**config.mk**
```make
export PLATFORM = sky130hd
export DESIGN_NAME = cnn_line_buffer
export DESIGN_NICKNAME = d
export VERILOG_FILES = /design/src/rtl/cnn_defines.sv /design/src/rtl/cnn_line_delay.sv /design/src/rtl/cnn_line_buffer.sv
export SDC_FILE = /design/constraint.sdc
export NUM_CORES = 1
export LEC_CHECK = 0
export CELL_PAD_IN_SITES_DETAIL_PLACEMENT = 1
export CELL_PAD_IN_SITES_GLOBAL_PLACEMENT = 2
export CORE_UTILIZATION = 49
export DETAILED_ROUTE_END_ITERATION = 10
export GPL_TIMING_DRIVEN = 0
export PLACE_DENSITY_LB_ADDON = 0.1
export SLEW_MARGIN = 20
export SYNTH_ARGS = -nofsm -noshare
export SYNTH_HDL_FRONTEND = slang
export SYNTH_HIERARCHICAL = 1
export SYNTH_SLANG_ARGS = --single-unit
```
**constraint.sdc**
```tcl
create_clock -name clk -period 17.1 [get_ports clk]
set_input_delay 5.13 -clock clk [delete_from_list [all_inputs] [get_ports clk]]
set_output_delay 5.13 -clock clk [all_outputs]
set_load 0.02 [all_outputs]
```
**src/rtl/cnn_defines.sv**
```systemverilog
// rtl/cnn_defines.sv - shared CNN geometry defaults and line-buffer FSM state type
package cnn_defines;

    localparam int CNN_KX     = 5;
    localparam int CNN_KY     = 5;
    localparam int CNN_I_F_BW = 8;
    localparam int CNN_IMG_W  = 28;
    localparam int CNN_IMG_H  = 28;

    typedef enum logic {
        ST_FILL = 1'b0,
        ST_RUN  = 1'b1
    } lb_state_t;

endpackage

```
**src/rtl/cnn_line_delay.sv**
```systemverilog
// rtl/cnn_line_delay.sv - enable-gated DEPTH-sample delay line built as a circular buffer
module cnn_line_delay #(
    parameter int DEPTH = 28,
    parameter int WIDTH = 8
) (
    input  logic             clk,
    input  logic             reset,
    input  logic             en,
    input  logic [WIDTH-1:0] din,
    output logic [WIDTH-1:0] dout
);

    localparam int AW = (DEPTH > 1) ? $clog2(DEPTH) : 1;

    logic [WIDTH-1:0] mem [DEPTH];
    logic [AW-1:0]    ptr;

    always_ff @(posedge clk or posedge reset) begin
        if (reset) begin
            ptr <= '0;
        end else if (en) begin
            ptr <= (ptr == AW'(DEPTH - 1)) ? '0 : ptr + AW'(1);
        end
    end

    // Contents carry no reset so the array maps onto block RAM or SRLs.
    always_ff @(posedge clk) begin
        if (en) begin
            mem[ptr] <= din;
        end
    end

    // The slot about to be overwritten holds the sample from DEPTH accepts ago.
    assign dout = mem[ptr];

endmodule

```
**src/rtl/cnn_line_buffer.sv**
```systemverilog
// rtl/cnn_line_buffer.sv - raster pixel stream to KX-by-KY sliding window for cnn_kernel
module cnn_line_buffer
    import cnn_defines::*;
#(
    parameter int KX     = CNN_KX,
    parameter int KY     = CNN_KY,
    parameter int I_F_BW = CNN_I_F_BW,
    parameter int IMG_W  = CNN_IMG_W,
    parameter int IMG_H  = CNN_IMG_H
) (
    input  logic                      clk,
    input  logic                      reset,
    input  logic                      i_in_valid,
    input  logic [I_F_BW-1:0]         i_in_pixel,
    output logic                      o_ot_valid,
    output logic [KX*KY*I_F_BW-1:0]   o_ot_fmap,
    output logic                      o_frame_done
);

    localparam int CW = (IMG_W > 1) ? $clog2(IMG_W) : 1;
    localparam int RW = (IMG_H > 1) ? $clog2(IMG_H) : 1;

    logic [CW-1:0]     col;
    logic [RW-1:0]     row;
    lb_state_t         state;
    lb_state_t         state_nxt;
    logic              emit;
    logic              col_last;
    logic              row_last;
    logic              frame_last;

    logic [I_F_BW-1:0] line_in  [KY-1];
    logic [I_F_BW-1:0] line_out [KY-1];
    logic [I_F_BW-1:0] tap      [KY];
    logic [I_F_BW-1:0] win      [KY][KX];
    logic [I_F_BW-1:0] win_nxt  [KY][KX];
    logic [KX*KY*I_F_BW-1:0] fmap_nxt;

    // Delay lines are chained: line g holds the row that is g+1 rows older than the input.
    genvar g;
    generate
        for (g = 0; g < KY - 1; g++) begin : g_line
            if (g == 0) begin : g_first
                assign line_in[g] = i_in_pixel;
            end else begin : g_chain
                assign line_in[g] = line_out[g-1];
            end
            cnn_line_delay #(
                .DEPTH (IMG_W),
                .WIDTH (I_F_BW)
            ) u_line_delay (
                .clk   (clk),
                .reset (reset),
                .en    (i_in_valid),
                .din   (line_in[g]),
                .dout  (line_out[g])
            );
            assign tap[KY-2-g] = line_out[g];
        end
    endgenerate

    assign tap[KY-1] = i_in_pixel;

    assign col_last   = (col == CW'(IMG_W - 1));
    assign row_last   = (row == RW'(IMG_H - 1));
    assign frame_last = col_last && row_last;

    always_ff @(posedge clk or posedge reset) begin
        if (reset) begin
            col <= '0;
            row <= '0;
        end else if (i_in_valid) begin
            if (col_last) begin
                col <= '0;
                row <= row_last ? '0 : row + RW'(1);
            end else begin
                col <= col + CW'(1);
            end
        end
    end

    always_ff @(posedge clk or posedge reset) begin
        if (reset) begin
            state <= ST_FILL;
        end else begin
            state <= state_nxt;
        end
    end

    always_comb begin
        state_nxt = state;
        emit      = 1'b0;
        case (state)
            ST_FILL: begin
                if (i_in_valid && col_last && (row == RW'(KY - 2))) begin
                    state_nxt = ST_RUN;
                end
            end
            ST_RUN: begin
                emit = i_in_valid && (col >= CW'(KX - 1));
                if (i_in_valid && frame_last) begin
                    state_nxt = ST_FILL;
                end
            end
            default: state_nxt = ST_FILL;
        endcase
    end

    // Window shifts left; the new column enters at kx = KX-1 from the delay-line taps.
    always_comb begin
        for (int ky = 0; ky < KY; ky++) begin
            for (int kx = 0; kx < KX - 1; kx++) begin
                win_nxt[ky][kx] = win[ky][kx+1];
            end
            win_nxt[ky][KX-1] = tap[ky];
        end
    end

    always_comb begin
        fmap_nxt = '0;
        for (int ky = 0; ky < KY; ky++) begin
            for (int kx = 0; kx < KX; kx++) begin
                fmap_nxt[(ky*KX+kx)*I_F_BW +: I_F_BW] = win_nxt[ky][kx];
            end
        end
    end

    always_ff @(posedge clk) begin
        if (i_in_valid) begin
            win <= win_nxt;
        end
    end

    always_ff @(posedge clk or posedge reset) begin
        if (reset) begin
            o_ot_valid   <= 1'b0;
            o_frame_done <= 1'b0;
            o_ot_fmap    <= '0;
        end else begin
            o_ot_valid   <= emit;
            o_frame_done <= i_in_valid && frame_last;
            if (emit) begin
                o_ot_fmap <= fmap_nxt;
            end
        end
    end

endmodule
```
# Word-level counts from Yosys, hierarchy flattened
# Memory sizes are Yosys's and may differ from the RTL's.
# Index checks and enable logic that the tools add are counted.
# Widths: inputs -> output; s select.
# word_totals
mem_count	4
ff_bits	393
input_bits	11
out_inout_bits	202
mem_bits_rw	896
wordCells	67
# classes
n_bitwise	1
mux	12
magnitude_cmp	1
n_eq_ne	7
addsub	6
reduce_logical	6
# memory_table
memory	words	word_bits	read_ports	rd_ports_with_merged_regs	wr	line_no	rtl
g_line[0].u_line_delay.mem	28	8	1	0	1	cnn_line_delay.sv:15	logic [WIDTH-1:0] mem [DEPTH];
g_line[1].u_line_delay.mem	28	8	1	0	1	cnn_line_delay.sv:15	
g_line[2].u_line_delay.mem	28	8	1	0	1	cnn_line_delay.sv:15	
g_line[3].u_line_delay.mem	28	8	1	0	1	cnn_line_delay.sv:15	
# op_table
op	n
$add 5x1->5 const B	6
$eq 5x5->1 const B	6
$mux 5	6
$eq 5x2->1 const B	1
$ge 5x3->1 const B	1
$logic_and 1x1->1	5
$mux 1	5
$pmux 1 s2	1
$reduce_and 2->1	1
$not 1->1	1

# Longest topological paths before layout
# depth
depth_word	5
depth_mapped	9
depth_no_buf	6

# Hierarchy
# The synthesis kept the hierarchy.
# modules_own_cells
mod	cells_per_inst	instances	seq_area_each_um2	area_per_inst_um2
cnn_line_delay	493	4	6851.6	9112.5
cnn_line_buffer	1065	1	10134.7	13063.8

# Worst setup path before layout
# Ideal clock, no wire load.
# synth_timing
kind	in2reg
from	in i_in_valid
to	mem g_line[0].u_line_delay.mem[11][0] (enable)
setup_ns	0.383
t_arrival_ns	6.175
path_stages	3
setup_slack_ns	10.541
path_buffers	1
required_ns	16.717
cell_sequence	clkbuf_1 -> nand2_1 -> nor3_1
# synth_between
elab_chain_len	2
# synth_lines
element	line_no	rtl
start, declared	cnn_line_buffer.sv:13	input logic i_in_valid,
$mux 1	cnn_line_delay.sv:28	if (en) begin
$mux 1 (not written as such)	cnn_line_delay.sv:29	mem[ptr] <= din;
end, declared	cnn_line_delay.sv:15	
# Every way passes these cells.

# Worst setup path after layout
# layout_timing
from	in i_in_valid
to	mem g_line[3].u_line_delay.mem[23][6] (enable)
# layout_between
elab_chain_len	2
# layout_lines
element	line_no
$mux 1	cnn_line_delay.sv:28
$mux 1 (not written as such)	cnn_line_delay.sv:29
end, declared	cnn_line_delay.sv:15
# Every way passes these cells.

==> impl_metrics.tcl <==
set metrics [dict create \
    status "completed" \
    grt_max_degree 85 \
    p_sw_mw 3.56 \
    r2r_cells 9 \
    slew_headroom_pct 27.0 \
    whs_path_depth 2 \
    ys_top_cells_by_area "edfxtp_1 64%, dfrtp_1 12%, mux2i_1 5.6%" \
    die_x_um 320 \
    cp-end-kind "flip-flop" \
    holdBufCountCts 0 \
    h-tree-depth 4 \
    finalSetupViolations 0 \
    min_period_over_period_pct 42.2 \
    numPortBuffers 212 \
    synth-simple-area-share_pct 8.50 \
    core_mm2 0.100 \
    crit_start "i_in_valid" \
    p_total_mw 10.8 \
    synth_top_area_cell "edfxtp_1" \
    grt_busiest_layer "met2" \
    worst_path_max_delay_cell "nor2_1" \
    muxShareOfSynthArea_pct 10.4 \
    syn_avg_cell_area_um2 16.3 \
    cap_violations 0 \
    ys_warn_count 6 \
    finalCriticalPeriod_ps 7220 \
    clock-sinks 1289 \
    cp.depth 5 \
    route.detailed.drc 0 \
    yosys_register_bits 1289 \
    max_freq_ghz 0.138 \
    finalWeightedCongestion 0.889 \
    met2_usage_pct 39.6 \
    drtAntennaViolNets 0 \
    cp_max_fo 84 \
    hp-class "reg -> reg" \
    route.vias.total 27700 \
    synth_top_family_by_area "multiplexers" \
    postCtsSetupBuffers 0 \
    worstSetupPathType "in -> reg" \
    root_buffer "clkbuf_16" \
    start_util_pct 49.4 \
    core.rowCount 116 \
    grt_antenna_before_repair 2 \
    design_area_mm2 0.0585 \
    cts_resized 0 \
    track_usage_pct 24.9 \
    totalWireLength_um 126000 \
    wl_per_cell_um 25.9 \
    synthAdderAreaFrac_pct 0.581 \
    die_area_mm2 0.102 \
    max_stage_delay_ps 860 \
    synth-xor-area-share_pct 0.212 \
    hold_start "fmap_nxt[81]" \
    grt_pass1_wl_um 188000 \
    overflow 0 \
    hold_violations 0 \
    areaGrowthSynthToFinish_pct 18.1 \
    powerDensity_mw_per_mm2 185 \
    synthFlopType "edfxtp_1" \
    synth.yosys.seq_area_share_pct 75.8 \
    netlist-cell-type-count 46 \
    clockBufferDepth 3 \
    ys_top_cells_by_count "1056 x edfxtp_1, 684 x nand2_1, 276 x mux2i_1, 233 x dfrtp_1, 100 x mux4_2" \
    r2r-start "g_line[0].u_line_delay/ptr[1]" \
    grt_use_met3_pct 4.54 \
    yosys.area.top_type_share_pct 64.0 \
    cts_made_buffers 138 \
    tns_ps 0 \
    synth_edf_count 1056 \
    power_leakage_nw 21.8 \
    drv_slew 0 \
    critPathRequiredTime_ps 17460 \
    worst_slew_pin_slew_ps 1090 \
    path_cells "buf_8, buf_16, clkbuf_1, nand2_1, nor2_1" \
    ios 213 \
    vias_per_cell 5.68 \
    ir_drop_v 0.000107 \
    n_fill_cell 9197 \
    gr-usage-met1_pct 35.0 \
    layout-drive-gt1-share_pct 14.8 \
    final_nets 3486 \
    netlist_area_mm2 0.0495 \
    syn_inst 3037 \
    synth_compound_area_share_pct 2.50 \
    dieHeight_um 320 \
    path_delay_family "simple AND/OR/NAND/NOR gates" \
    rsz0062_at_grt "false" \
    pwr-share-clk_pct 27.2 \
    internal_power_mw 7.26 \
    hpwl_um 86400 \
    swShare_pct 32.9 \
    synth_fp_nets 3071 \
    placed_area_mm2 0.0540 \
    grt_pass1_vias 29500 \
    cts_tree "built" \
    comb_power_share_pct 30.4 \
    async_reset_ff_share_pct 18.1 \
    clock_skew_ps 25.5 \
    drtIter0Drc 2465 \
    yosysMostFrequentCell "edfxtp_1" \
    arrival_ps 7580 \
    dr.pass1.iters 5 \
    cts.clk_slew.worst_paths_ps 60 \
    crit_buf_inv 3 \
    clkLatencyLatePin_ps 750 \
    seq_power_share_pct 42.3 \
    cp-start-kind "input port" \
]
[cell type report]
cell class | count | area, µm² | share of cell area, %
clock inverters | 74 | 642 | 1.10
well taps | 1298 | 1620 | 2.78
repair buffers | 275 | 2700 | 4.61
clock buffers | 181 | 3860 | 6.60
diodes | 2 | 5.00 | 0.00856
inverters | 20 | 82.6 | 0.141
flip-flops and latches | 1289 | 37500 | 64.2
multi-input cells | 1587 | 11100 | 19.0
plain buffers | 141 | 908 | 1.55
[state kept, by name (all words and copies together) (netlist names)]
signal                   flops
col                          5
state                        1
g_line.u_line_delay/ptr     20
row                          5
fmap_nxt                   160
o_ot_fmap                  200
o_ot_valid                   1
o_frame_done                 1
g_line.u_line_delay/mem    896
[layer usage]
layer  vias up  routed length [µm]
met3       202                7100
met1     14400               55400
met4         0                3340
met5         -                   0
li1      12200                   -
met2       835               60300
[stage by stage]
stage	util [%]	std cells	hold slack [ps]	setup slack, ps
finish	58.4	4867	437	9880
global route	58.4	4865	457	9850
CTS	58.4	4865	441	9930
detailed placement	53.9	4610	427	9170
global placement	53.2	4547	420	2120
floorplan	-	3037	415	6150
[worst min-delay path: stages (launching register included)]
cell and delay [ps]:
edfxtp_1 320, nand2_1 50, nand2_1 40
[logic make-up after synthesis]
family | after synthesis
AOI/OAI and AO/OA | 175
xor gates and xnor gates | 12
adders and majority gates | 23
buffers and inverters | 161
DFF | 1289
muxes | 388
and+or+nand+nor | 989
[cells in the final DEF, fill, tap and decap left out, types with 37 or more instances in the layout]
master           count
o22ai_1             49
nand4_1             37
dfrtp_1            233
mux2i_1            276
buf_2               43
mux4_2             100
edfxtp_1          1056
nand2_1            684
nand3_1             55
clkbuf_16          144
nor2_1              97
clkdlybuf4s50_1    204
clkbuf_1            58
buf_4              110
[worst paths after layout]
| check | to | slack, ps |
|---|---|---|
| worst max-delay path | g_line[3].u_line_delay/mem[23][6] | 9880 |
| worst max register to register | g_line[1].u_line_delay/mem[4][3] | 13610 |
| min in group asynchronous | g_line[0].u_line_delay/ptr[3] | 5280 |
| max in group asynchronous | o_ot_fmap[4] | 10830 |
| worst min-delay path | o_ot_fmap[81] | 440 |
| worst min register to register | o_ot_fmap[81] | 440 |
[power groups by stage]
| stage | combinational (mW) | sequential, mW | clock [mW] |
|---|---|---|---|
| final | 3.29 | 4.58 | 2.95 |
| after global placement | 2.82 | 4.73 | 0 |
| after detailed placement | 3.28 | 4.64 | 0 |
| after CTS | 3.30 | 4.58 | 3.01 |
| after floorplan | 1.64 | 4.68 | 0 |
| after global routing | 3.48 | 4.61 | 3.11 |
(Power assumes the default switching activity.)
